--- src/rtl/dmem_responder.sv ---
`default_nettype none
// ============================================================================
// Module   : dmem_responder
// Purpose  : Single-port data memory that answers processor load/store
//            requests after a fixed number of wait states.
// Revision : 1.0
// ============================================================================
module dmem_responder #(
    parameter int DEPTH       = 64,
    parameter int WAIT_CYCLES = 2
) (
    input  logic        clk,
    input  logic        reset,
    input  logic        memwrite,
    input  logic        memread,
    input  logic [31:0] dataadr,
    input  logic [31:0] writedata,
    output logic [31:0] readdata,
    output logic        ready,
    output logic        err
);

    localparam int         AW     = $clog2(DEPTH);
    localparam logic [3:0] C_WAIT = 4'(WAIT_CYCLES);

    typedef enum logic [1:0] {
        ST_IDLE = 2'd0,
        ST_BUSY = 2'd1,
        ST_RESP = 2'd2
    } state_t;

    state_t        r_state;
    state_t        w_state_nxt;
    logic [3:0]    r_cnt;
    logic [3:0]    w_cnt_nxt;

    logic [AW-1:0] r_idx;
    logic          r_mis;
    logic          r_wr;
    logic          r_both;
    logic [31:0]   r_wdata;

    logic [31:0]   r_mem [DEPTH];
    logic [31:0]   r_rdata;
    logic          r_ready;
    logic          r_err;

    logic          w_req;
    logic          w_enter_resp;
    logic          w_from_idle;
    logic [AW-1:0] w_cur_idx;
    logic          w_cur_mis;
    logic          w_cur_wr;
    logic          w_cur_both;
    logic [31:0]   w_cur_wdata;
    logic          w_unused;

    assign w_req       = memread | memwrite;
    assign w_from_idle = (r_state == ST_IDLE);

    // With zero wait states RESP is entered straight from IDLE, so the live
    // request fields are used; otherwise the latched copy is authoritative.
    assign w_cur_idx   = w_from_idle ? dataadr[AW+1:2]          : r_idx;
    assign w_cur_mis   = w_from_idle ? (dataadr[1:0] != 2'b00)  : r_mis;
    assign w_cur_wr    = w_from_idle ? memwrite                 : r_wr;
    assign w_cur_both  = w_from_idle ? (memwrite & memread)     : r_both;
    assign w_cur_wdata = w_from_idle ? writedata                : r_wdata;

    assign w_unused = &{1'b0, dataadr[31:AW+2]};

    always_comb begin
        w_state_nxt  = r_state;
        w_cnt_nxt    = r_cnt;
        w_enter_resp = 1'b0;
        case (r_state)
            ST_IDLE: begin
                if (w_req) begin
                    if (C_WAIT == 4'd0) begin
                        w_state_nxt  = ST_RESP;
                        w_cnt_nxt    = 4'd0;
                        w_enter_resp = 1'b1;
                    end else begin
                        w_state_nxt = ST_BUSY;
                        w_cnt_nxt   = C_WAIT;
                    end
                end
            end
            ST_BUSY: begin
                if (r_cnt <= 4'd1) begin
                    w_state_nxt  = ST_RESP;
                    w_cnt_nxt    = 4'd0;
                    w_enter_resp = 1'b1;
                end else begin
                    w_cnt_nxt = r_cnt - 4'd1;
                end
            end
            ST_RESP: begin
                w_state_nxt = ST_IDLE;
            end
            default: begin
                w_state_nxt = ST_IDLE;
                w_cnt_nxt   = 4'd0;
            end
        endcase
    end

    always_ff @(posedge clk) begin
        if (reset) begin
            r_state <= ST_IDLE;
            r_cnt   <= 4'd0;
            r_ready <= 1'b0;
            r_rdata <= '0;
            r_err   <= 1'b0;
        end else begin
            r_state <= w_state_nxt;
            r_cnt   <= w_cnt_nxt;
            r_ready <= w_enter_resp;
            if (w_enter_resp && !w_cur_wr && !w_cur_mis) begin
                r_rdata <= r_mem[w_cur_idx];
            end else begin
                r_rdata <= '0;
            end
            if (w_enter_resp && (w_cur_mis || w_cur_both)) begin
                r_err <= 1'b1;
            end
        end
    end

    // Request capture; these fields are only consumed while BUSY.
    always_ff @(posedge clk) begin
        if (w_from_idle && w_req) begin
            r_idx   <= dataadr[AW+1:2];
            r_mis   <= (dataadr[1:0] != 2'b00);
            r_wr    <= memwrite;
            r_both  <= memwrite & memread;
            r_wdata <= writedata;
        end
    end

    // Memory contents survive reset; a write only lands on a normal RESP entry.
    always_ff @(posedge clk) begin
        if (!reset && w_enter_resp && w_cur_wr && !w_cur_mis) begin
            r_mem[w_cur_idx] <= w_cur_wdata;
        end
    end

    assign readdata = r_rdata;
    assign ready    = r_ready;
    assign err      = r_err;

endmodule
`default_nettype wire

--- config.mk ---
export PLATFORM = sky130hd
export DESIGN_NAME = dmem_responder
export DESIGN_NICKNAME = d
export VERILOG_FILES = /design/src/rtl/dmem_responder.sv
export SDC_FILE = /design/constraint.sdc
export NUM_CORES = 2
export LEC_CHECK = 0
export ABC_AREA = 1
export BUFFER_PORTS_ARGS = -buffer_cell sky130_fd_sc_hd__buf_2
export CAP_MARGIN = 30
export CORE_MARGIN = 4
export CORE_UTILIZATION = 25
export DETAILED_ROUTE_END_ITERATION = 16
export SLEW_MARGIN = 15
export SYNTH_ARGS = -nofsm -noshare
export SYNTH_HDL_FRONTEND = slang
export SYNTH_SLANG_ARGS = --single-unit
--- constraint.sdc ---
create_clock -name clk -period 3.79 [get_ports clk]
set_input_delay 0.1895 -clock clk [delete_from_list [all_inputs] [get_ports clk]]
set_output_delay 0.1895 -clock clk [all_outputs]
set_load 0.01 [all_outputs]
Word level (Yosys, flattened, before mapping)
Memory sizes are Yosys's and may differ from the RTL's. A register that Yosys moved wholly into a read port is not among the register bits. Index checks and enable logic that the tools add are counted. W data, S select, Z words.

Add/sub/neg operators: 1. Equality and inequality tests: 4. Bitwise operators: 4. Magnitude comparators: 1. Mux-type cells: 15. Reductions and logical operators: 16.

Operators with widths (number): $mux W32 (1); $pmux W4 S3 (1); $mux W4 (2); $logic_and A1 B1 Y1 (7); $mux W1 (7); $mux W6 (1); $le A4 B1 Y1 const B (1); $mux W2 (2); $ne A2 B2 Y1 const B (2); $pmux W2 S2 (1); $reduce_and A2 Y1 (2); $sub A4 B1 Y4 const B (1); $logic_not A1 Y1 (3); $eq A2 B1 Y1 const B (1); $eq A2 B2 Y1 const B (1); $logic_not A2 Y1 (1); $not A1 Y1 (2); $reduce_bool A2 Y1 (1); $reduce_or A2 Y1 (1); $and A1 B1 Y1 (1); $logic_or A1 B1 Y1 (1); $or A1 B1 Y1 (1).

Bits in registers: 49. Bits in writable memories: 2048. Memories: 1.

Memory list: r_mem (depth 64, width 32, read ports 1, clocked after Yosys merged registers in 1, write ports 1, RTL line 43) `logic [31:0] r_mem [DEPTH];`.

Longest topological paths before layout
Depth after elaboration: 8. Mapped depth: 14.

Worst setup path after synthesis
No wires, ideal clock.

Path type: register to register. Start point: reg r_state[1]. End point: mem r_mem[0][0] (enable). Arrival time: 2969 ps. Setup time: 421 ps. Path buffers: 1. Stages on the path, launching flop included: 9. Data required time: 3369 ps. Clock period less this slack: 3391 ps. Slack: 399 ps. Path through: dfxtp_1 > nor2_4 > buf_4 > nand3_1 > o21ai_0 > nand2_1 > nor2_1 > nand3_1 > nor2_1.

Word-level cells in the longest chain between the ends: 7.

RTL lines: from (decl) (RTL line 32) `state_t r_state;`; from (signal assigned) (RTL line 115) `r_state <= w_state_nxt;`; $eq A2 B1 Y1 (RTL line 75) `case (r_state)`; $mux W1 (RTL line 75); $logic_and A1 B1 Y1 (3 in series) (RTL line 142) `if (!reset && w_enter_resp && w_cur_wr && !w_cur_mis) begin`; $mux W1 (RTL line 142); $mux W1 (not written as such) (RTL line 143) `r_mem[w_cur_idx] <= w_cur_wdata;`; to (decl) (RTL line 43).

Parallel ways exist; a longest one is shown, timed or not.

Worst setup path after layout
Start point: reg r_state[1]. End point: mem r_mem[17][3] (enable).

Same word-level chain as after synthesis.

==> impl_metrics.csv <==
group,metric,value,unit
sta,slew_headroom,0.317,
final_layout,most_used_cells_in_the_layout_excluding_fill_and_tap_cells,"nand2_1 (2616), edfxtp_1 (2089), inv_1 (1977)",
synthesis,synth_cell_types,33,
outcome,status,"finished, final reports clean",
floorplan,floorplan.rows,220,
sta,fin_setup_tns,0,ns
sta,fin_crit_sh,0.926,
setup_path,crit_required,4.29,ns
setup_path,cp-endpoint,"r_mem[17][3]",
placement,dp_cells,13500,
sta,hold_violations,0,
final_layout,layout-drive-gt1-share,0.0941,
synthesis,synth_seq_cells,2129,
clock_network,number_of_hold_buffers_added_after_cts,44,
power_and_ir_drop,irDropWorstVdd,531,uV
clock_network,cts-root-to-sink-buffers,3,
grt,top_usage_layer,"met2",
detailed_routing,postRouteAntennaNets,0,
detailed_routing,post_drt_wl_per_cell,18.5,um
sta,setup_viol,0,
grt,grt_use_met1,0.184,
sta,layout_min_cycle_time,3.51,ns
final_layout,commonest_non_fill_non_tap_cell_in_the_layout,"nand2_1",
setup_path,ff2ff_setup_slack,0.28,ns
synthesis,ys_warn_count,0,
setup_path,crit-reg2reg-capture,"r_mem[17][3]",
setup_path,timing.critical_path.buf_inv,5,
floorplan,die_area,0.373,mm^2
setup_path,crit_path_start_kind,"register",
clock_network,cts_repair_resize_count,0,
sta,worst_clock_skew,0.0409,ns
synthesis,synth_edf_count,2089,
clock_network,post-cts-setup-buffer-count,0,
sta,fmaxAchievable,0.285,GHz
floorplan,ios,102,
grt,grt-ovfl-total,0,
setup_path,path_cells,"inv_1, nand2_1, buf_4, nand2_1, nand2_2, inv_2, nor3_4, inv_1, nor2_4, buf_12",
setup_path,crit_path_start,"r_state[1]",
synthesis,post_synth_inst_count,8698,
setup_path,worstRegToRegCells,10,
grt,number_of_global_route_vias_before_repair,54300,
setup_path,worst-path-stages,10,
synthesis,synth_seq_area_share,0.700,
floorplan,die_w,610,um
clock_network,clock_tree.htree_level_count,4,
setup_path,cp_data_arrival_time,4.01,ns
floorplan,fp.coreArea,0.360,mm^2
placement,gpl.final_weighted_congestion,0.814,
power_and_ir_drop,power_density,563,mW/mm^2
detailed_routing,drt_pre_antenna_iters,6,
synthesis,synthFlopType,"edfxtp_1",
placement,hpwlAfterDp,154000,um
setup_path,cp_slowest_stage_delay,0.59,ns
grt,grt_pass1_wl,372000,um
grt,number_of_antenna_violations_at_the_first_check_in_global_routing,5,
grt,globalRouteTotalUtil,0.135,
sta,final.setup.worst_slack,0.279,ns
power_and_ir_drop,leakage,44.9,nW
synthesis,synth_area,0.0907,mm^2
run,maxCapViolCount,0,
final_layout,flow.area_growth_from_synthesis,18.2,%
setup_path,timing_worst_setup_path_type,"reg -> reg",
placement,numPortBuffers,77,
clock_network,clk_latency,0.86,ns
sta,tightestPinTransition,1.02,ns
setup_path,end_kind,"register",
grt,gr-usage-met3,0.0200,
detailed_routing,detail_route.wirelength,258000,um
sta,grt_setup_unrepaired,"no",
floorplan,vertical_extent_of_the_die,610,um
detailed_routing,viasPerCell,4.22,
grt,grtUsageMet2,0.215,
clock_network,cts.sinks,2129,
setup_path,worstPathMaxFanout,32,
final_layout,final_cells,14000,
setup_path,critPathTopFamily,"simple AND/OR/NAND/NOR gates",
floorplan,initial_cell_density_of_the_core,0.252,
clock_network,num_cts_buffers,217,
detailed_routing,initialDrtViolationCount,5986,
setup_path,regToRegStartpoint,"r_state[1]",
detailed_routing,via_count,58900,
grt,grt_start_max_net_pins,98,
placement,dpl_cell_area,0.0999,mm^2
clock_network,cts.clk_slew.worst_paths,0.06,ns
clock_network,cts.root.buffer_cell,"clkbuf_16",
hold_path,hold_path_class,"in -> reg",
detailed_routing,drc,0,
final_layout,finish.net_count,9064,
setup_path,slowest_stage,"nor3_4",
sta,final-max-slew-violation-count,0,
synthesis,synth-async-reset-ratio,0,
final_layout,fin_area,0.107,mm^2
final_layout,utilization,0.298,
synthesis,mean_instance_size_in_the_synthesized_netlist,10.4,um^2
placement,preCtsSetupSlack,0.289,ns
synthesis,syn_nets,8768,
clock_network,tritoncts,"yes",
## routing by layer
layer,up-vias,routed length [um]
met2,1997,118000
met5,-,0
li1,28200,-
met3,375,18300
met1,28300,111000
met4,0,10400
## state kept, by name, indices dropped and copies added, names as in the netlist
| register | flops |
|---|---|
| r_wr | 1 |
| r_state | 2 |
| r_cnt | 4 |
| readdata | 32 |
| err | 1 |
| r_mis | 1 |
| r_mem | 2048 |
| ready | 1 |
| r_wdata | 32 |
| r_idx | 6 |
| r_both | 1 |
## where the power goes
group | internal, W | switching (W)
Combinational | 0.00304 | 0.00931
Sequential | 0.0273 | 0.0000416
Clock | 0.0117 | 0.00905
## how the worst min path moves through the flow
stage	slack, ns	from	cells after the start	end
floorplan	0.26	reset	1	r_cnt[1]
global route	0.05	writedata[25]	2	r_wdata[25]
global placement	0.38	writedata[20]	1	r_wdata[20]
CTS	0.01	writedata[31]	2	r_wdata[31]
finish	0.07	writedata[31]	2	r_wdata[31]
detailed placement	0.38	writedata[20]	1	r_wdata[20]
## stage by stage
step                      hold slack, ns  total power, W
after floorplan                    0.259          0.0343
after global placement             0.383          0.0399
after detailed placement           0.383          0.0401
after CTS                         0.0104          0.0608
after global routing              0.0519          0.0628
final                             0.0734          0.0604
## worst register-to-register path, cell delays in order (launching register included)
cell and delay (ns):
dfxtp_1 0.45, inv_1 0.08, nand2_1 0.25, buf_4 0.23, nand2_1 0.08, nand2_2 0.26, inv_2 0.18, nor3_4 0.59
inv_1 0.52, nor2_4 0.24, buf_12 0.27
## Yosys cell counts (3+ instances only)
cell type  count  area (um^2)
clkbuf_1      54          203
nor2_1       171          642
dfxtp_1       40          801
nand3_1      971         4860
nor2_4         3         33.8
o21ai_1      126          631
buf_2        303         1520
or2_2         32          200
nand4_1       65          407
o21ai_0      105          526
buf_4         15          113
nor3_2         3         30.0
edfxtp_1    2089        62700
o211ai_1      33          248
inv_1       1977         7420
nand2_1     2650         9950
a21oi_1       35          175
nor3_4         5         81.3
## final cells by class
| cell class | count | area, um^2 |
|---|---|---|
| Tap cell | 4773 | 5970 |
| Multi-Input combinational cell | 4214 | 18500 |
| Timing Repair Buffer | 451 | 4910 |
| Clock inverter | 110 | 925 |
| Antenna cell | 8 | 20.0 |
| Fill cell | 36300 | 253000 |
| Clock buffer | 297 | 5920 |
| Sequential cell | 2129 | 63500 |
| Inverter | 1981 | 7440 |
## cell families (layout without fill, tap and decap cells)
logic type / after synthesis / in the layout / share of synthesized area
AO/OA/AOI/OAI: 302 / 302 / 0.0177
XOR/XNOR: 1 / 1 / 0.0000966
adder cells (fa/ha/maj): 2 / 2 / 0.000276
buffers and inverters: 2355 / 2839 / 0.102
flip-flops: 2129 / 2129 / 0.700
multiplexers: 1 / 1 / 0.000110
other: 0 / 8 / 0
AND/OR/NAND/NOR: 3908 / 3908 / 0.179
No activity file was read; power rests on OpenSTA's default activity.
